--- src/rtl/fetch_pkg.sv ---
// ==== fetch_pkg: shared types for the instruction-fetch stage (rev 1.0) ====
`default_nettype none

package fetch_pkg;

    localparam logic [31:0] NOP_INSTR = 32'h0000_0013;

    typedef struct packed {
        logic [31:0] pc;
        logic [31:0] instr;
        logic        fault;
    } fq_entry_t;

    typedef enum logic {
        FETCH = 1'b0,
        HALT  = 1'b1
    } fetch_state_e;

endpackage

`default_nettype wire

--- src/rtl/fetch_queue.sv ---
// ==== fetch_queue: circular FIFO of fetched entries, push+pop allowed when full (rev 1.0) ====
`default_nettype none

module fetch_queue
    import fetch_pkg::*;
#(
    parameter int FQ_DEPTH = 2
) (
    input  logic      clk_i,
    input  logic      rst_n_i,
    input  logic      push_i,
    input  fq_entry_t entry_i,
    input  logic      pop_i,
    input  logic      flush_i,
    output logic      full_o,
    output logic      empty_o,
    output fq_entry_t head_o
);

    localparam int             PW      = $clog2(FQ_DEPTH);
    localparam logic [PW-1:0]  PTR_ONE = {{(PW-1){1'b0}}, 1'b1};
    localparam logic [PW:0]    CNT_ONE = {{PW{1'b0}}, 1'b1};
    localparam logic [PW:0]    CNT_MAX = (PW+1)'(FQ_DEPTH);

    fq_entry_t     mem_q [FQ_DEPTH];
    logic [PW-1:0] wr_ptr_q;
    logic [PW-1:0] rd_ptr_q;
    logic [PW:0]   count_q;
    logic [PW:0]   count_d;
    logic          w_do_push;
    logic          w_do_pop;

    assign full_o    = (count_q == CNT_MAX);
    assign empty_o   = (count_q == '0);
    assign head_o    = mem_q[rd_ptr_q];
    assign w_do_pop  = pop_i && !empty_o;
    assign w_do_push = push_i && (!full_o || w_do_pop);

    always_comb begin
        count_d = count_q;
        if (w_do_push && !w_do_pop) begin
            count_d = count_q + CNT_ONE;
        end else if (!w_do_push && w_do_pop) begin
            count_d = count_q - CNT_ONE;
        end
    end

    always_ff @(posedge clk_i or negedge rst_n_i) begin
        if (!rst_n_i) begin
            wr_ptr_q <= '0;
            rd_ptr_q <= '0;
            count_q  <= '0;
        end else if (flush_i) begin
            wr_ptr_q <= '0;
            rd_ptr_q <= '0;
            count_q  <= '0;
        end else begin
            if (w_do_push) wr_ptr_q <= wr_ptr_q + PTR_ONE;
            if (w_do_pop)  rd_ptr_q <= rd_ptr_q + PTR_ONE;
            count_q <= count_d;
        end
    end

    // Storage needs no reset: the head is only observed while count_q is non-zero.
    always_ff @(posedge clk_i) begin
        if (w_do_push && !flush_i) begin
            mem_q[wr_ptr_q] <= entry_i;
        end
    end

endmodule

`default_nettype wire

--- src/rtl/fetch_unit.sv ---
// ==== fetch_unit: PC owner, fault detection and fetch-queue control feeding decode (rev 1.0) ====
`default_nettype none

module fetch_unit
    import fetch_pkg::*;
#(
    parameter logic [31:0] RESET_PC   = 32'h0000_0000,
    parameter int unsigned IMEM_BYTES = 4096,
    parameter int          FQ_DEPTH   = 2
) (
    input  logic        clk_i,
    input  logic        rst_n_i,
    output logic [31:0] imem_addr_o,
    input  logic [31:0] imem_instr_i,
    input  logic        redirect_i,
    input  logic [31:0] redirect_pc_i,
    output logic        out_valid_o,
    input  logic        out_ready_i,
    output logic [31:0] out_instr_o,
    output logic [31:0] out_pc_o,
    output logic [31:0] out_pc_plus4_o,
    output logic        out_fault_o
);

    fetch_state_e state_q;
    logic [31:0]  pc_q;
    logic [31:0]  last_pc_q;
    logic         w_fault;
    logic         w_pop;
    logic         w_push;
    logic         w_full;
    logic         w_empty;
    fq_entry_t    w_entry;
    fq_entry_t    w_head;

    assign imem_addr_o = pc_q;
    assign w_fault     = (pc_q[1:0] != 2'b00) || (pc_q >= 32'(IMEM_BYTES));
    assign out_valid_o = !w_empty;
    assign w_pop       = out_valid_o && out_ready_i;
    assign w_push      = (state_q == FETCH) && !redirect_i && (!w_full || w_pop);

    always_comb begin
        w_entry.pc    = pc_q;
        w_entry.instr = w_fault ? NOP_INSTR : imem_instr_i;
        w_entry.fault = w_fault;
    end

    fetch_queue #(
        .FQ_DEPTH (FQ_DEPTH)
    ) u_fetch_queue (
        .clk_i   (clk_i),
        .rst_n_i (rst_n_i),
        .push_i  (w_push),
        .entry_i (w_entry),
        .pop_i   (w_pop && !redirect_i),
        .flush_i (redirect_i),
        .full_o  (w_full),
        .empty_o (w_empty),
        .head_o  (w_head)
    );

    // PC fields keep the last delivered value while the queue is empty.
    assign out_instr_o    = out_valid_o ? w_head.instr : NOP_INSTR;
    assign out_fault_o    = out_valid_o && w_head.fault;
    assign out_pc_o       = out_valid_o ? w_head.pc : last_pc_q;
    assign out_pc_plus4_o = out_pc_o + 32'd4;

    always_ff @(posedge clk_i or negedge rst_n_i) begin
        if (!rst_n_i) begin
            state_q   <= FETCH;
            pc_q      <= RESET_PC;
            last_pc_q <= '0;
        end else begin
            if (redirect_i) begin
                pc_q    <= redirect_pc_i;
                state_q <= FETCH;
            end else if (w_push) begin
                if (w_fault) begin
                    state_q <= HALT;
                end else begin
                    pc_q <= pc_q + 32'd4;
                end
            end
            if (out_valid_o) begin
                last_pc_q <= w_head.pc;
            end
        end
    end

endmodule

`default_nettype wire

--- config.mk ---
export PLATFORM = sky130hd
export DESIGN_NAME = fetch_unit
export DESIGN_NICKNAME = d
export VERILOG_FILES = /design/src/rtl/fetch_pkg.sv /design/src/rtl/fetch_queue.sv /design/src/rtl/fetch_unit.sv
export SDC_FILE = /design/constraint.sdc
export NUM_CORES = 1
export LEC_CHECK = 0
export CORE_MARGIN = 5
export CORE_UTILIZATION = 50
export DETAILED_ROUTE_END_ITERATION = 10
export HOLD_SLACK_MARGIN = 0.1
export PLACE_DENSITY_LB_ADDON = 0.08
export SKIP_LAST_GASP = 1
export SYNTH_ARGS = -nofsm -noshare
export SYNTH_HDL_FRONTEND = slang
export SYNTH_SLANG_ARGS = --single-unit
--- constraint.sdc ---
create_clock -name clk_i -period 9.8 [get_ports clk_i]
set_clock_uncertainty 0.15 [all_clocks]
set_input_delay 2.45 -clock clk_i [delete_from_list [all_inputs] [get_ports clk_i]]
set_output_delay 2.45 -clock clk_i [all_outputs]
set_load 0.02 [all_outputs]
[Word level (Yosys, flattened, before mapping)]
Memory sizes are Yosys's and may differ from the RTL's.
Index checks and enable logic that the tools add are counted.
Word-level totals
  logic and storage cells: 62
  memories kept: 1
  flip-flop bits (word level): 69
  bits in read-only memories: 0
  memory bits (writable): 130
  output and inout port bits: 130
  bits in latches: 0
  bits of input ports: 68
Memory list
  u_fetch_queue.mem_q: words 2, width 65, rd ports 1, clocked after Yosys merged registers in 0, wr ports 1, line fetch_queue.sv:25  | fq_entry_t mem_q [FQ_DEPTH];
Operators by class
  eq/ne operators: 2
  shift operators: 0
  divide/modulo/power cells: 0
  magnitude comparators: 1
  $mul: 0
  multiplexer cells: 18
  bitwise gates (word level): 1
  add/subtract/negate cells: 6
  reduce and logical (&&, ||, !) cells: 27
Operators by type and width (count)
  $mux W32: 6
  $add A32 B3 Y32 const B: 2
  $ge A32 B13 Y1 const B: 1
  $logic_and A1 B1 Y1: 10
  $reduce_bool A2 Y1: 5
  $mux W1: 9
  $mux W2: 3
  $logic_not A1 Y1: 5
  $reduce_and A2 Y1: 2
  $logic_or A1 B1 Y1: 3
  $reduce_bool A3 Y1: 1
  $add A1 B1 Y1 const B: 2
  $add A2 B1 Y2 const B: 1
  $eq A2 B2 Y1 const B: 1
  $logic_not A2 Y1: 1
  $ne A2 B2 Y1 const B: 1
  $sub A2 B1 Y2 const B: 1
  $not A1 Y1: 1

[Logic depth before layout (Yosys ltp)]
Gate-level depths: netlist of the first run.
  depth after elaboration: 12
  gate-level depth with buffers: 12
  gate-level depth less buffers: 11

[Modules after synthesis]
From an unflattened synthesis of the first run, not the netlist that was laid out.
Unflattened totals
  cells, all modules: 660
  area total of the unflattened synthesis: 9267.6 µm²
By module, submodules not included
  fetch_queue: seq. area each 4003.8 µm², area each 4922.2 µm², cells each 227, times used 1
  fetch_unit: seq. area each 1626.6 µm², area each 4345.4 µm², cells each 433, times used 1

[Least setup slack after synthesis of the first run]
Ideal clock, no wire load.
  path kind: input port to flip-flop
  from: in redirect_i
  to: mem u_fetch_queue.mem_q[0][0] in the netlist's numbering (enable)
  data arrival time: 9.105 ns
  library setup time: 0.648 ns
  path slack: -0.103 ns
  path buffers: 2
  stages on the path: 3
  data required time: 9.002 ns
  cell sequence: clkbuf_1 clkbuf_1 nor4_1
Between the ends
  longest elaborated chain between the ends: 8
  elaborated cells on any way between the ends: 10
  those cells by class: mux: 2; reduce/logical: 8
Ends and longest elaborated chain
  start: declaration: line fetch_unit.sv:15  | input logic redirect_i,
  $logic_not A1 Y1 *: line fetch_queue.sv:66, fetch_unit.sv:40, fetch_unit.sv:55
  $logic_and A1 B1 Y1: line fetch_unit.sv:55  | .pop_i (w_pop && !redirect_i),
  $logic_and A1 B1 Y1: line fetch_queue.sv:36  | assign w_do_pop = pop_i && !empty_o;
  $logic_or A1 B1 Y1: line fetch_queue.sv:37  | assign w_do_push = push_i && (!full_o || w_do_pop);
  $logic_and A1 B1 Y1: line fetch_queue.sv:37
  $logic_and A1 B1 Y1 *: line fetch_queue.sv:66  | if (w_do_push && !flush_i) begin
  $mux W1 *: line fetch_queue.sv:66
  $mux W1 (implied by the code) *: line fetch_queue.sv:67  | mem_q[wr_ptr_q] <= entry_i;
  end: declaration: line fetch_queue.sv:25
Mark *: on every way between the ends. The rest lies on a longest branch, timed or not.

[Final worst setup path of the first run]
  from: reg u_fetch_queue.count_q[0]
  to: out out_pc_plus4_o[28]
Between the ends
  longest elaborated chain between the ends: 3
Ends and longest elaborated chain
  start: declaration: line fetch_queue.sv:28  | logic [PW:0] count_q;
  start signal: assignment: line fetch_queue.sv:60  | count_q <= count_d;
  $logic_not A2 Y1: line fetch_queue.sv:34  | assign empty_o = (count_q == '0);
  $mux W32
  $add A32 B3 Y32: line fetch_unit.sv:66  | assign out_pc_plus4_o = out_pc_o + 32'd4;
  end: declaration: line fetch_unit.sv:21  | output logic [31:0] out_pc_plus4_o,
No other way between the ends.

==> flow_summary.yaml, run 1 <==
worst_setup_path:
  worst_setup_path_start_kind: "flip-flop"
  arrival_ns: 5.12
  required_ns: 7.20
  endpoint_kind: "primary output"
  path_max_fanout: 40
  worstSetupPathType: "reg -> out"
  reg2reg_slack_ns: 6.50
finish:
  drive_gt1_frac: 0.120
  fin_nets: 873
  diodes: 0
  syn2layout_area_growth_pct: 27.5
  n_fill_cell: 1316
global_route:
  antenna_found_initial: 0
  grtUsageMet3: 0.0435
  grt_max_degree: 70
  gr-usage-met1: 0.241
  grt_pass1_vias: 5899
  met2_usage: 0.360
  grt_pass1_wl_um: 31600
  grt.busiest_layer: "met2"
  overflow: 0
  grt_use_total: 0.201
floorplan:
  coreArea_um2: 17400
  ioPinCount: 198
  dieArea_um2: 20500
  start_util: 0.511
  die_h_um: 143
  die_w_um: 143
  row_count: 48
synth:
  synthArstFlopShare: 0.347
  synth-edff-count: 130
  synthTopCellsByArea: "edfxtp_1, dfrtp_1, mux2i_1"
  synth_cell_types: 58
  synth_flop_cell: "edfxtp_1"
  avgSynthCellArea_um2: 13.7
  yosysWarnings: 0
  synth_fp_nets: 719
  yosysSeqAreaShare: 0.635
  yosys_register_bits: 199
  synth_top_area_share: 0.440
  yosys.area.top_type: "edfxtp_1"
  syn_inst: 648
  syn_area_um2: 8870
  netlist_top_cells_count: "edfxtp_1, dfrtp_1, mux2i_1, nor2_1, buf_4"
  yosysMostFrequentCell: "edfxtp_1"
cts:
  clockBufferDepth: 2
  clk_pin_slew_worst_paths_ns: 0.07
  cts.repair.resized: 0
  clkLatencyLatePin_ns: 0.43
  htreeDepth: 4
  ctsHoldBuffers: 0
  cts-buffers-inserted: 17
  root_buffer: "clkbuf_16"
  cts.sinks: 199
  postCtsSetupBuffers: 0
  cts_tree: "built"
sta:
  rsz0062_at_grt: "no"
  max_freq_ghz: 0.130
  setup_viol: 0
  final-max-slew-violation-count: 0
  finalCritPeriodShare: 0.787
  period_needed_ns: 7.72
  hold_viol_final: 0
  finalSetupTns_ns: 0
  slew_headroom: 0.245
  hold_ws_ns: 0.386
  worstMarginPinSlew_ns: 1.13
run:
  drv_cap: 0
routing:
  drc_errors: 0
  routed_wl_um: 20300
  wl_per_cell_um: 19.5
  drt_iter0_drc: 269
  vias: 5544
  antenna_left: 0
  via_per_inst: 5.33
  first_pass_iters: 5
placed_design:
  portBuffers: 197
  dp.final_hpwl_um: 13900
  place_congestion: 0.841
pwr:
  p_per_area_nw_per_um2: 202
  total_leakage_power_uw: 0.00418
  ir_drop_v: 0.000131
worst_hold_path:
  hold_path_class: "reg -> reg"
status:
  status: "completed"
## sequential cells by signal (all words and copies together), names as in the netlist
| name | count |
|---|---|
| imem_addr_o | 32 |
| state_q | 1 |
| u_fetch_queue.wr_ptr_q | 1 |
| u_fetch_queue.count_q | 2 |
| u_fetch_queue.rd_ptr_q | 1 |
| u_fetch_queue.mem_q | 130 |
| last_pc_q | 32 |
## worst paths after layout
| check | cells past startpoint | endpoint | start |
|---|---|---|---|
| max in group asynchronous | 1 | u_fetch_queue.rd_ptr_q | rst_n_i |
| hold / removal | 0 | u_fetch_queue.mem_q[1][60] | imem_addr_o[27] |
| setup reg to reg | 6 | imem_addr_o[11] | imem_addr_o[23] |
| min in group asynchronous | 1 | imem_addr_o[3] | rst_n_i |
| hold reg to reg | 0 | u_fetch_queue.mem_q[1][60] | imem_addr_o[27] |
| setup / recovery | 12 | out_pc_plus4_o[28] | u_fetch_queue.count_q[0] |
## worst max-delay path, cell delays in order (launching register included)
cell             delay, ns
dfrtp_1               0.64
nor2_4                0.96
inv_4                 0.46
mux2i_1               0.27
inv_1                 0.14
ha_1                  0.22
o31a_1                0.14
o21ai_0               0.06
and4b_1               0.37
nand4_2               0.32
nor3_1                0.28
xor2_1                0.17
clkdlybuf4s50_1       0.62
## metrics by stage
step                std cells  utilization  area [µm²]  worst slack, ns  total power (µW)
finish                   1040        0.652       11300             2.08              2290
global route             1040        0.652       11300             1.68              2380
CTS                      1040        0.652       11300             2.02              2310
detailed placement       1008        0.619       10700             2.48              1640
global placement         1008        0.619       10700             2.63              1630
floorplan                 648            -        8880             2.62              1370
## kinds of logic after synthesis
group,after synthesis,share of synthesized area
fa+ha+maj,3,0.00423
buf+inv,86,0.0574
compound gates,43,0.0340
xor+xnor,34,0.0336
mux,99,0.117
flops,199,0.635
simple gates,184,0.120
## layout make-up
class | count | area (µm²) | share of cell area
well taps | 225 | 282 | 0.0249
repair buffers | 200 | 1990 | 0.176
inverters | 21 | 81.3 | 0.00719
multi-input cells | 363 | 2760 | 0.244
flip-flops and latches | 199 | 5630 | 0.498
clock inverters | 14 | 140 | 0.0124
clock buffers | 18 | 429 | 0.0380
## where the power goes
group          leakage (µW)  internal (µW)  switching, µW
sequential          0.00205            967           48.0
combinational       0.00185            270            325
clock              0.000280            359            318
total               0.00418           1600            690
## layout by cell type (no fill, tap or decap), types with 6 or more instances in the layout
cell type and count:
nor4_1 6, xor2_1 10, nor3_1 24, mux2_2 32
edfxtp_1 130, a21oi_2 11, nand2_1 24, clkbuf_16 17
xnor2_1 24, dfrtp_1 68, nor2_1 52, inv_1 20
nand3_1 10, clkdlybuf4s50_1 195, mux2i_1 65, o21ai_0 10
inv_6 6, and3_1 31
## metal layers
layer  routed length (µm)  up-vias
met5                    0        -
li1                     -     2619
met1                 8220     2750
met4                  231        0
met3                 1160       18
met2                10700      157
Power figures use the tool's default switching activity.
==> run 2: changes to the inputs <==
--- a/config.mk
+++ b/config.mk
@@ -6,7 +6,7 @@
 export NUM_CORES = 1
 export LEC_CHECK = 0
 export CORE_MARGIN = 5
-export CORE_UTILIZATION = 50
+export CORE_UTILIZATION = 46
 export DETAILED_ROUTE_END_ITERATION = 10
 export HOLD_SLACK_MARGIN = 0.1
 export PLACE_DENSITY_LB_ADDON = 0.08
==> constraint.sdc (replaced) <==
create_clock -name clk_i -period 6.6 [get_ports clk_i]
set_clock_uncertainty 0.15 [all_clocks]
set_input_delay 1.65 -clock clk_i [delete_from_list [all_inputs] [get_ports clk_i]]
set_output_delay 1.65 -clock clk_i [all_outputs]
set_load 0.02 [all_outputs]
==> flow_summary.yaml, run 2 (same netlist as run 1, synthesis figures left out) <==
pwr:
  sw_frac_of_total: 0.303
  p_int_uw: 2330
  total_leakage_power_uw: 0.00418
  p_sw_uw: 1010
  seqPwrFrac: 0.449
  share_comb_of_total_power: 0.264
  p_per_area_nw_per_um2: 295
  ir_drop_v: 0.000192
  p_clk_frac: 0.288
floorplan:
  dieArea_um2: 22200
  die_h_um: 149
  ioPinCount: 198
  start_util: 0.471
  row_count: 50
  coreArea_um2: 18800
  die_w_um: 149
sta:
  rsz0062_at_grt: "no"
  worstMarginPinSlew_ns: 1.19
  final-max-slew-violation-count: 0
  period_needed_ns: 5.83
  slew_headroom: 0.207
  hold_viol_final: 0
  finalCritPeriodShare: 0.883
  setup_viol: 0
  max_freq_ghz: 0.172
  finalSetupTns_ns: 0
global_route:
  antenna_found_initial: 0
  grt_pass1_vias: 5922
  grt_pass1_wl_um: 32300
  grt_max_degree: 70
  grt_use_total: 0.188
  overflow: 0
worst_setup_path:
  endpoint_kind: "primary output"
  worstSetupPathType: "reg -> out"
  required_ns: 4.80
  rr_worst_depth: 6
  worst_setup_path_start_kind: "flip-flop"
  path_max_fanout: 38
  arrival_ns: 4.03
finish:
  instances_no_fill: 1079
  layout_commonest_cell: "clkdlybuf4s50_1"
  n_fill_cell: 1481
  register_area_um2: 5630
  multiInputGateArea_um2: 2760
  regMostFlops: "u_fetch_queue.mem_q"
  drive_gt1_frac: 0.123
  largest_reg_flops: 130
  final_cell_mix: "clkdlybuf4s50_1, edfxtp_1, dfrtp_1"
  diodes: 0
  fin_area_um2: 11400
  syn2layout_area_growth_pct: 28.1
  fin_nets: 877
placed_design:
  place_area_um2: 10800
  dp.final_hpwl_um: 13700
  place_inst: 1047
  place_congestion: 0.835
  portBuffers: 197
cts:
  root_buffer: "clkbuf_16"
  clockBufferDepth: 2
  postCtsSetupBuffers: 0
  clkLatencyLatePin_ns: 0.43
  cts-buffers-inserted: 17
  ctsHoldBuffers: 0
  clk_pin_slew_worst_paths_ns: 0.07
  cts.sinks: 199
  cts.repair.resized: 0
  cts_tree: "built"
  htreeDepth: 4
routing:
  first_pass_iters: 5
  vias: 5624
  drt_iter0_drc: 346
  wl_per_cell_um: 18.9
  routed_wl_um: 20400
  antenna_left: 0
  via_per_inst: 5.21
  drc_errors: 0
worst_hold_path:
  hold_path_class: "reg -> reg"
  hold_depth: 0
run:
  drv_cap: 0
status:
  status: "completed"
run 2: layout make-up:
type,count,share of cell area
clock buffers,18,0.0378
well taps,260,0.0286
flip-flops and latches,199,0.496
repair buffers,204,0.178
inverters,21,0.00716
clock inverters,14,0.0105
multi-input cells,363,0.243
run 2: path summary, 6_finish.rpt:
kind	start	endpoint	slack, ns
min reg2reg	imem_addr_o[0]	u_fetch_queue.mem_q[1][33]	0.38
min	imem_addr_o[0]	u_fetch_queue.mem_q[1][33]	0.38
min in group asynchronous	rst_n_i	imem_addr_o[2]	1.21
max in group asynchronous	rst_n_i	u_fetch_queue.rd_ptr_q	4.35
max reg2reg	imem_addr_o[23]	imem_addr_o[9]	3.28
max	u_fetch_queue.rd_ptr_q	out_pc_plus4_o[28]	0.77
run 2: per-stage QoR:
step	hold slack, ns	total power, µW	utilization	worst slack, ns
6_report	0.376	3350	0.603	0.772
5_1_grt	0.412	3500	0.603	0.516
4_1_cts	0.381	3380	0.603	0.705
3_5_place_dp	0.364	2420	0.574	1.19
3_3_place_gp	0.354	2410	0.574	1.28
2_1_floorplan	0.324	2040	-	0.218
run 2: power groups by stage:
| stage | registers, µW | logic (µW) | clock network (µW) |
|---|---|---|---|
| global placement | 1530 | 888 | 0 |
| floorplan | 1500 | 535 | 0 |
| global route | 1510 | 943 | 1040 |
| CTS | 1500 | 897 | 984 |
| finish | 1500 | 882 | 963 |
| detailed placement | 1530 | 894 | 0 |
run 2: worst max-delay path, cell delays in order (launching register included):
cell             delay, ns
dfrtp_4               0.88
mux2_2                0.28
mux2i_1               0.11
inv_1                 0.15
ha_1                  0.22
o31a_1                0.15
o21ai_0               0.06
and4b_1               0.34
nand4_2               0.31
nor3_1                0.29
xor2_1                0.16
clkdlybuf4s50_1       0.62
run 2: routing by layer:
layer,track usage,vias up,part of all wire
li1,-,2637,-
met1,0.238,2815,0.42
met2,0.324,156,0.52
met3,0.0435,16,0.053
met4,0.0563,0,0.010
met5,0,-,0
==> run 3: changes to the inputs <==
--- a/config.mk
+++ b/config.mk
@@ -7,8 +7,9 @@
 export LEC_CHECK = 0
 export CORE_MARGIN = 5
 export CORE_UTILIZATION = 46
+export CTS_BUF_LIST = sky130_fd_sc_hd__clkbuf_4 sky130_fd_sc_hd__clkbuf_8 sky130_fd_sc_hd__clkbuf_16
 export DETAILED_ROUTE_END_ITERATION = 10
-export HOLD_SLACK_MARGIN = 0.1
+export HOLD_SLACK_MARGIN = 0.06
 export PLACE_DENSITY_LB_ADDON = 0.08
 export SKIP_LAST_GASP = 1
 export SYNTH_ARGS = -nofsm -noshare
==> flow_summary.yaml, run 3 (same netlist as run 1, synthesis figures left out) <==
status:
  status: "completed"
sta:
  finalCritPeriodShare: 0.884
  hold_viol_final: 0
  rsz0062_at_grt: "no"
  worstMarginPinSlew_ns: 1.18
  slew_headroom: 0.213
  period_needed_ns: 5.83
  max_freq_ghz: 0.171
  setup_viol: 0
  finalSetupTns_ns: 0
  final-max-slew-violation-count: 0
global_route:
  grt_pass1_wl_um: 32300
  overflow: 0
  grt_use_total: 0.188
  grt_pass1_vias: 5922
  antenna_found_initial: 0
  grt_max_degree: 70
floorplan:
  die_h_um: 149
  die_w_um: 149
  row_count: 50
  dieArea_um2: 22200
  coreArea_um2: 18800
  ioPinCount: 198
  start_util: 0.471
routing:
  first_pass_iters: 6
  m1WireLength_um: 8590
  wl_per_cell_um: 18.9
  top_layer: "met4"
  routed_wl_um: 20400
  drt_iter0_drc: 344
  met2_length_um: 10500
  dr_wl_met3_um: 1060
  antenna_left: 0
  drc_errors: 0
  vias: 5616
  via_per_inst: 5.20
worst_setup_path:
  cp.depth: 11
  worst_setup_path_start_kind: "flip-flop"
  reg2reg_slack_ns: 3.26
  crit_buf_inv: 2
  worstSetupPathType: "reg -> out"
  critPathMaxStageDelay_ns: 0.88
  r2r_start: "imem_addr_o[23]"
  crit_slowest_cell: "dfrtp_4"
  rr_worst_depth: 6
  arrival_ns: 4.03
  endpoint_kind: "primary output"
  required_ns: 4.80
  endpoint: "out_pc_plus4_o[28]"
  r2r-end: "imem_addr_o[11]"
  path_max_fanout: 38
  crit_chain: "mux2_2 > mux2i_1 > inv_1 > ha_1 > o31a_1 > o21ai_0 > and4b_1 > nand4_2 > nor3_1 > xor2_1 > clkdlybuf4s50_1"
  path_delay_family: "simple AND/OR/NAND/NOR gates"
  crit_start: "u_fetch_queue.rd_ptr_q"
finish:
  regMostFlops: "u_fetch_queue.mem_q"
  layout_commonest_cell: "clkdlybuf4s50_1"
  syn2layout_area_growth_pct: 28.1
  drive_gt1_frac: 0.125
  final_cell_mix: "clkdlybuf4s50_1, edfxtp_1, dfrtp_1"
  largest_reg_flops: 130
  diodes: 0
  finish.utilization: 0.604
  fin_nets: 877
cts:
  clkLatencyLatePin_ns: 0.43
  ctsHoldBuffers: 0
  cts-buffers-inserted: 17
  cts_tree: "built"
  root_buffer: "clkbuf_16"
  postCtsSetupBuffers: 0
  clockBufferDepth: 2
  cts.sinks: 199
  clk_pin_slew_worst_paths_ns: 0.07
  htreeDepth: 4
  cts.repair.resized: 0
placed_design:
  portBuffers: 197
  place_congestion: 0.835
  dp.final_hpwl_um: 13700
worst_hold_path:
  hold_path_class: "reg -> reg"
run:
  drv_cap: 0
pwr:
  total_leakage_power_uw: 0.00419
  p_per_area_nw_per_um2: 295
  ir_drop_v: 0.000195
run 3: how the worst min path moves through the flow:
| stage | start | end | cells past startpoint | slack (ns) |
|---|---|---|---|---|
| floorplan | imem_addr_o[18] | u_fetch_queue.mem_q[0][51] | 0 | 0.32 |
| global placement | imem_addr_o[0] | u_fetch_queue.mem_q[1][33] | 0 | 0.35 |
| detailed placement | imem_addr_o[0] | u_fetch_queue.mem_q[0][33] | 0 | 0.36 |
| CTS | imem_addr_o[0] | u_fetch_queue.mem_q[0][33] | 0 | 0.38 |
| global route | imem_addr_o[25] | u_fetch_queue.mem_q[0][58] | 0 | 0.41 |
| finish | imem_addr_o[0] | u_fetch_queue.mem_q[1][33] | 0 | 0.38 |
run 3: per-stage QoR:
stage                     hold slack (ns)  instance area, µm²  cells  worst slack, ns  total power [µW]
after CTS                           0.381               11400   1079            0.705              3390
final                               0.375               11400   1079            0.768              3350
after global routing                0.412               11400   1079            0.516              3500
after global placement              0.354               10800   1047             1.28              2410
after floorplan                     0.324                8880    648            0.218              2040
after detailed placement            0.364               10800   1047             1.19              2420
run 3: metal layers:
layer  track usage  vias to the layer above
met5             0                        -
met4        0.0563                        0
met3        0.0435                       14
met2         0.324                      143
met1         0.238                     2822
li1              -                     2637
run 3: worst reg2reg max path: cells and delay by family, from the launching register on:
kind,cells,cell delay (ns)
flip-flops,1,0.46
AO/OA/AOI/OAI,1,0.23
AND/OR/NAND/NOR,5,2.40
run 3: final cells by class:
| cell class | count | area (µm²) |
|---|---|---|
| clock buffers | 18 | 433 |
| clock inverters | 14 | 119 |
| fillers | 1479 | 7470 |
| inverters | 21 | 81.3 |
| multi-input cells | 363 | 2760 |
| flip-flops and latches | 199 | 5630 |
| well taps | 260 | 325 |
| repair buffers | 204 | 2020 |
run 3: power by group:
| group | leakage [µW] | internal (µW) | switching [µW] |
|---|---|---|---|
| logic | 0.00187 | 403 | 479 |
| clock network | 0.000269 | 497 | 471 |
| registers | 0.00205 | 1440 | 65.6 |
